File: config.mk
export PLATFORM = sky130hd
export DESIGN_NAME = banco_registradores
export DESIGN_NICKNAME = d
export VERILOG_FILES = /design/src/rtl/banco_registradores_pkg.sv /design/src/rtl/banco_registradores_nucleo.sv /design/src/rtl/banco_registradores.sv
export SDC_FILE = /design/constraint.sdc
export NUM_CORES = 2
export LEC_CHECK = 0
export ABC_AREA = 0
export CAP_MARGIN = 20
export CORE_ASPECT_RATIO = 1.2
export CORE_MARGIN = 3
export CORE_UTILIZATION = 55
export DETAILED_ROUTE_END_ITERATION = 10
export PLACE_DENSITY_LB_ADDON = 0.3
export SYNTH_ARGS = -nofsm -noshare
export SYNTH_HDL_FRONTEND = slang
export SYNTH_SLANG_ARGS = --single-unit
File: constraint.sdc
create_clock -name clk -period 2.1 [get_ports clk]
set_clock_uncertainty 0.1 [all_clocks]
set_input_delay 0.315 -clock clk [delete_from_list [all_inputs] [get_ports clk]]
set_output_delay 0.315 -clock clk [all_outputs]
set_load 0.02 [all_outputs]
File: src/rtl/banco_registradores_pkg.sv
// banco_registradores_pkg
// Constants and types shared by the register file and the ALU.
//   LARGURA  : data width of every register and operand
//   NUM_REGS : number of architectural registers (register 0 is hardwired to 0)
//   END_W    : register address width
//   end_t    : register address type
package banco_registradores_pkg;

  localparam int LARGURA  = 32;
  localparam int NUM_REGS = 32;
  localparam int END_W    = $clog2(NUM_REGS);

  typedef logic [END_W-1:0] end_t;

endpackage

File: src/rtl/banco_registradores_nucleo.sv
// registradores_nucleo
// Register storage with two combinational read ports and write-through bypass.
// Ports:
//   clk, reset_n          : clock, asynchronous active-low reset (clears storage)
//   escr_en/end/dado      : writeback port; writes to address 0 are dropped
//   lerA_end, lerB_end    : read addresses
//   operA, operB          : selected operands (0 for address 0, bypassed write
//                           data when the writeback targets the same address)
module registradores_nucleo #(
  parameter int LARGURA  = banco_registradores_pkg::LARGURA,
  parameter int NUM_REGS = banco_registradores_pkg::NUM_REGS
) (
  input  logic                          clk,
  input  logic                          reset_n,
  input  logic                          escr_en,
  input  banco_registradores_pkg::end_t escr_end,
  input  logic [LARGURA-1:0]            escr_dado,
  input  banco_registradores_pkg::end_t lerA_end,
  input  banco_registradores_pkg::end_t lerB_end,
  output logic [LARGURA-1:0]            operA,
  output logic [LARGURA-1:0]            operB
);
  import banco_registradores_pkg::*;

  logic [LARGURA-1:0] regs [NUM_REGS];
  logic               escrita;

  // A write only counts when it targets a real (nonzero) register.
  assign escrita = escr_en && (escr_end != '0);

  // Storage: cleared asynchronously by reset, otherwise written on the rising
  // edge regardless of what the operand stage is doing.
  always_ff @(posedge clk or negedge reset_n) begin
    if (!reset_n) begin
      for (int i = 0; i < NUM_REGS; i++) begin
        regs[i] <= '0;
      end
    end else if (escrita) begin
      regs[escr_end] <= escr_dado;
    end
  end

  // Read muxes: the bypass lets a read see the value being written on the same
  // edge, so a consumer never picks up the stale copy.
  always_comb begin
    operA = regs[lerA_end];
    operB = regs[lerB_end];
    if (lerA_end == '0) begin
      operA = '0;
    end else if (escrita && (escr_end == lerA_end)) begin
      operA = escr_dado;
    end
    if (lerB_end == '0) begin
      operB = '0;
    end else if (escrita && (escr_end == lerB_end)) begin
      operB = escr_dado;
    end
  end

endmodule

File: src/rtl/banco_registradores.sv
// banco_registradores
// Register file with a registered operand stage feeding the ALU.
// Ports:
//   clk, reset_n               : clock, asynchronous active-low reset
//   lerA_end, lerB_end         : read addresses (rs, rt)
//   ler_valido                 : decode presents a valid read this cycle
//   stall                      : hold the operand stage
//   flush                      : kill the operand stage (wins over stall)
//   escr_en/escr_end/escr_dado : writeback port
//   entradaA, entradaB         : registered operands for the ALU
//   saida_valida               : entradaA/entradaB hold a valid pair
module banco_registradores #(
  parameter int LARGURA  = banco_registradores_pkg::LARGURA,
  parameter int NUM_REGS = banco_registradores_pkg::NUM_REGS
) (
  input  logic                          clk,
  input  logic                          reset_n,
  input  banco_registradores_pkg::end_t lerA_end,
  input  banco_registradores_pkg::end_t lerB_end,
  input  logic                          ler_valido,
  input  logic                          stall,
  input  logic                          flush,
  input  logic                          escr_en,
  input  banco_registradores_pkg::end_t escr_end,
  input  logic [LARGURA-1:0]            escr_dado,
  output logic [LARGURA-1:0]            entradaA,
  output logic [LARGURA-1:0]            entradaB,
  output logic                          saida_valida
);
  import banco_registradores_pkg::*;

  logic [LARGURA-1:0] operA;
  logic [LARGURA-1:0] operB;
  end_t               endA_q;
  end_t               endB_q;
  logic               refresca;

  registradores_nucleo #(
    .LARGURA  (LARGURA),
    .NUM_REGS (NUM_REGS)
  ) u_nucleo (
    .clk       (clk),
    .reset_n   (reset_n),
    .escr_en   (escr_en),
    .escr_end  (escr_end),
    .escr_dado (escr_dado),
    .lerA_end  (lerA_end),
    .lerB_end  (lerB_end),
    .operA     (operA),
    .operB     (operB)
  );

  // A held valid pair must track writebacks to its own registers; address 0
  // can never match because such writes are not real writes.
  assign refresca = saida_valida && escr_en && (escr_end != '0);

  // Operand stage: flush clears, stall holds (with refresh), otherwise the new
  // read is captured together with its addresses for later refresh.
  always_ff @(posedge clk or negedge reset_n) begin
    if (!reset_n) begin
      entradaA     <= '0;
      entradaB     <= '0;
      saida_valida <= 1'b0;
      endA_q       <= '0;
      endB_q       <= '0;
    end else if (flush) begin
      entradaA     <= '0;
      entradaB     <= '0;
      saida_valida <= 1'b0;
      endA_q       <= '0;
      endB_q       <= '0;
    end else if (stall) begin
      if (refresca && (escr_end == endA_q)) begin
        entradaA <= escr_dado;
      end
      if (refresca && (escr_end == endB_q)) begin
        entradaB <= escr_dado;
      end
    end else begin
      entradaA     <= operA;
      entradaB     <= operB;
      saida_valida <= ler_valido;
      endA_q       <= lerA_end;
      endB_q       <= lerB_end;
    end
  end

endmodule

-- Word-level counts from Yosys, hierarchy flattened
Index checks and enable logic that the tools add are counted.
W data, S select, Z words.
- bits in read-only memories: 0
- register bits after elaboration: 1099
- latch bits: 0
- memories kept: 0
- output and inout bits: 65
- word-level logic and storage cells: 87
- memory bits (writable): 0
- shift operators: 0
- div/mod/pow operators: 0
- reduce and logical (&&, ||, !) cells: 11
- equal/unequal tests: 7
- bitwise logic cells: 3
- $add $sub $neg: 0
- $mul: 0
- mux-type cells: 25
- magnitude comparators: 4
- operators by type and width (operator ; count):
    $bwmux W1024 ; 1
    $mux W32 ; 15
    $bmux W32 S5 ; 2
    $demux W32 S5 ; 1
    $eq A5 B5 Y1 ; 4
    $mux W5 ; 4
    $ge A6 B6 Y1 const B ; 3
    $not A5 Y6 ; 3
    $logic_not A5 Y1 ; 2
    $logic_and A1 B1 Y1 ; 8
    $lt A6 B1 Y1 const B ; 1
    $ne A3 B1 Y1 const B ; 2
    $reduce_bool A5 Y1 ; 1
    $mux W1 ; 2
    $ne A2 B1 Y1 const B ; 1

-- Depth between registers and ports, before layout
- word-level depth: 8
- mapped depth: 10
- depth with buffers taken out: 5

-- Hierarchy
Synthesis repeated with hierarchy kept, for this count alone.
- cells, all modules: 4229
- area, all modules: 59624.7 µm²
- modules (own cells, without submodules) (module ; sequential area each (µm²) ; cells each ; times used ; area an instance (µm²)):
    registradores_nucleo ; 25624.6 ; 3864 ; 1 ; 55474.5
    banco_registradores ; 1876.8 ; 365 ; 1 ; 4150.2

-- Worst setup path after synthesis
No wires, ideal clock.
- path kind: in2reg
- start: input lerB_end[0]
- end: register entradaB[10]
- data required time: 1874 ps
- setup slack: -318 ps
- buffers on the path: 4
- data arrival time: 2192 ps
- stages on the path: 8
- path through: clkbuf_1 buf_6 buf_6 buf_2 mux4_2 a221oi_1 a211oi_1 a221o_1
- cells in the longest elaborated chain, start to end: 8
- elaborated cells between the ends (all ways): 11
- classes of those cells: eq/ne (1); mux (7); bitwise (1); reduce/logical (2)
- ends and longest elaborated chain (item ; line ; RTL):
    start, declared ; banco_registradores.sv:19 ; input banco_registradores_pkg::end_t lerB_end,
    $not A5 Y6 (not written as such) ; banco_registradores_nucleo.sv:47 ; operB = regs[lerB_end];
    $bmux W32 S5 ; banco_registradores_nucleo.sv:47 ;
    $mux W32 (not written as such) (2 in series) ; banco_registradores_nucleo.sv:47 ;
    $mux W32 ; banco_registradores_nucleo.sv:55 ; end else if (escrita && (escr_end == lerB_end)) begin
    $mux W32 * ; banco_registradores_nucleo.sv:53 ; if (lerB_end == '0) begin
    $mux W32 * ; banco_registradores.sv:72 ; end else if (stall) begin
    $mux W32 * ; banco_registradores.sv:66 ; end else if (flush) begin
    end signal, assigned ; banco_registradores.sv:77 ; entradaB <= escr_dado;
    end signal, assigned ; banco_registradores.sv:81 ; entradaB <= operB;
    end, declared ; banco_registradores.sv:27 ; output logic [LARGURA-1:0] entradaB,
Every way passes the cells marked *; elsewhere a longest branch is shown, timed or not. The select of a mux whose other input is x is not followed.
A chain may end at the register's enable or synchronous reset.

-- Worst setup path after layout
- start: register u_nucleo.regs[136] (netlist name)
- end: register entradaA[8]
- cells in the longest elaborated chain, start to end: 7
- ends and longest elaborated chain (item ; line ; RTL):
    start, declared ; banco_registradores_nucleo.sv:25 ; logic [LARGURA-1:0] regs [NUM_REGS];
    start signal, assigned by index ; banco_registradores_nucleo.sv:39 ; regs[escr_end] <= escr_dado;
    $bmux W32 S5 ; banco_registradores_nucleo.sv:46 ; operA = regs[lerA_end];
    $mux W32 (not written as such) (2 in series) ; banco_registradores_nucleo.sv:46 ;
    $mux W32 ; banco_registradores_nucleo.sv:50 ; end else if (escrita && (escr_end == lerA_end)) begin
    $mux W32 ; banco_registradores_nucleo.sv:48 ; if (lerA_end == '0) begin
    $mux W32 ; banco_registradores.sv:72 ;
    $mux W32 ; banco_registradores.sv:66 ;
    end signal, assigned ; banco_registradores.sv:74 ; entradaA <= escr_dado;
    end signal, assigned ; banco_registradores.sv:80 ; entradaA <= operA;
    end, declared ; banco_registradores.sv:26 ; output logic [LARGURA-1:0] entradaA,
No other way between the ends. The select of a mux whose other input is x is not followed.

==> impl_metrics.toml <==
[synth]
synthCells = 4031
syn_avg_cell_area_sq_um = 14.33
synth_xor_area_share_pct = 0.3031
syn_nets = 4084
synth.area.top_cells = "dfrtp_1 48%, mux2_2 21%, mux4_2 13%"
yosys_warnings = 0
synth_top_family_by_area = "multiplexers"
seq_area_frac_synth_pct = 47.59
synth_seq_cells = 1099
synth_edf_count = 0
yosysTopAreaCellShare_pct = 47.59
synth-simple-area-share_pct = 2.222
netlist_area_sq_um = 57780
async_reset_ff_share_pct = 100.0
synth.largest_area_cell = "dfrtp_1"
ys.flop_type = "dfrtp_1"
synth.distinct_cells = 48
synthMuxAreaShare_pct = 40.31
synth_compound_area_share_pct = 5.840
synthAdderAreaFrac_pct = 0

[clock_network]
cts.sinks = 1099
clockBufferDepth = 3
cts_inserted_buffers = 109
clkTransAtPathRegs_ns = 0.07
cts_max_level = 3
clock_latency_ns = 0.73
cts_tree = "built"
root_buffer = "clkbuf_16"

[worst_setup_path]
cp_max_fo = 3
endpoint_kind = "flip-flop"
critPathLaunch = "u_nucleo.regs[136]"
cp.arrival_ns = 2.58
reg2reg_from = "u_nucleo.regs[136]"
worst-setup-path-type = "reg2reg"
crit_required_ns = 2.61
cp-start-kind = "flip-flop"

[route]
via_count = 41190
avgRoutedWirePerCell_microns = 33.10
firstDrtPassIters = 7
antenna_left = 0
drc = 0
first_iter_violations = 4690
viasPerCell = 7.048
wl_microns = 193400

[worst_hold_path]
hp-start = "lerA_end[2]"
min_path_type = "in2reg"

[timing]
maxSlewHeadroom_pct = 51.92
min_period_ns = 2.077
finalSetupViolations = 0
worst_pin_slew_ns = 0.7211
fin_crit_sh_pct = 98.90
max_clock_freq_mhz = 481.5
hold_viol_final = 0
slew_viol_final = 0
fin_ws_ns = 0.02319
grt_setup_unrepaired = "yes"

[place]
dp_hpwl_microns = 125400
place_congestion = 0.9239
dpl_worst_slack_ns = -0.7938
dp.cells = 5641
portBuffers = 117
placed_area_sq_um = 66020

[finish]
design_area_sq_um = 69840
syn2layout_area_growth_pct = 20.87
fill_cells = 7198
layout_common_cells = "1,099 x dfrtp_1, 1,026 x mux2_2, 398 x buf_4"
final_common_cell = "dfrtp_1"
final_util_pct = 67.40
layout-drive-gt1-share_pct = 51.63
stdcell_count = 5844
fin_nets = 4434

[power_and_ir_drop]
power_density_nw_per_um2 = 877.1
power.total_mw = 61.26
ir_worst_vdd_v = 0.0006655
leakage_nw = 31.44

[job]
maxCapViolCount = 0

[floorplan]
die_h_microns = 361.1
coreArea_sq_um = 103600
die_area_sq_um = 109000
die_w_microns = 301.9
core.rowCount = 129
pin_count = 118
start_util_pct = 55.76

[outcome]
status = "complete, no violations"

[global_routing]
grt_pass1_wl_microns = 285300
overflow = 0
grt_max_degree = 122
antenna_found_initial = 1
globalRouteTotalUtil_pct = 35.57
grt_pass1_vias = 42600
## cells by family after synthesis
family / Yosys count
muxes: 1774
AOI/OAI and AO/OA: 410
xor gates and xnor gates: 20
and+or+nand+nor: 257
buffers and inverters: 471
DFF: 1099
## metal layers
| metal | vias up | track usage (%) | wire [microns] |
|---|---|---|---|
| met5 | - | 0 | 0 |
| met4 | 0 | 19.37 | 11360 |
| met3 | 651 | 7.340 | 17900 |
| met2 | 2385 | 54.76 | 89540 |
| met1 | 21820 | 47.69 | 74650 |
| li1 | 16330 | - | - |
## flip-flops by register name, summed over array words and instances (netlist names)
register       cells
u_nucleo.regs   1024
entradaA          32
entradaB          32
saida_valida       1
endA_q             5
endB_q             5
## worst max-delay path, stage by stage (launching register included)
cell       delay [ns]
dfrtp_1          0.39
mux4_2           0.49
mux2_4           0.30
a221oi_2         0.24
buf_4            0.16
a2111oi_2        0.04
a221o_1          0.26
## power by group
group	switching, mW	internal [mW]	leakage (nW)
combinational	5.40	7.72	15.5
clock	8.77	11.3	1.78
sequential	3.05	25.0	14.1
total	17.2	44.0	31.4
## cells in the mapped netlist, drive strengths merged, types with 6 or more instances
| library cell | number |
|---|---|
| a221oi | 77 |
| and2 | 10 |
| xnor2 | 14 |
| mux2i | 367 |
| nand2b | 32 |
| mux2 | 1072 |
| buf | 196 |
| nand4 | 33 |
| nor4 | 16 |
| nor2 | 33 |
| nand2 | 97 |
| mux4 | 335 |
| a2bb2oi | 6 |
| nand3 | 8 |
| clkbuf | 270 |
| nor3 | 6 |
| o221ai | 126 |
| a221o | 64 |
| a2111oi | 18 |
| o21ai | 10 |
| a211oi | 37 |
| dfrtp | 1099 |
| xor2 | 6 |
| a21oi | 58 |
## cell type report
type	instances	area, sq um	share of cell area, %
multi-input cells	2461	29080	41.63
flip-flops and latches	1099	27500	39.38
repair buffers	705	7910	11.33
clock buffers	149	3131	4.482
well taps	1375	1720	2.463
clock inverters	49	480.5	0.6879
inverters	5	20.02	0.02866
diodes	1	2.502	0.003583
## final timing paths
check / slack, ns / cells past startpoint / end
setup reg to reg: 0.02 / 6 / entradaA[8]
max in group asynchronous: 0.75 / 3 / u_nucleo.regs[837]
min in group asynchronous: 0.20 / 3 / u_nucleo.regs[578]
hold / removal: 0.05 / 4 / endA_q[2]
hold reg to reg: 0.29 / 0 / u_nucleo.regs[1009]
setup / recovery: 0.02 / 6 / entradaA[8]
## timing repair
| action | in CTS | in global routing |
|---|---|---|
| pin swaps | 8 | 10 |
| endpoints found under the hold margin | 1044 | 0 |
| resized for setup | 79 | 24 |
| hold buffers | 2 | 0 |
| setup endpoints to repair | 107 | 163 |
| buffers inserted | 4 | 1 |
| cloned | 0 | 2 |
## metrics by stage
step	hold slack (ns)	TNS [ns]
detailed placement	0.07620	-499.03
global placement	0.07897	-481.79
finish	0.05057	0
global route	0.06183	-0.03141
floorplan	-0.08059	-5.328
CTS	0.009915	0
(Power assumes the default switching activity.)
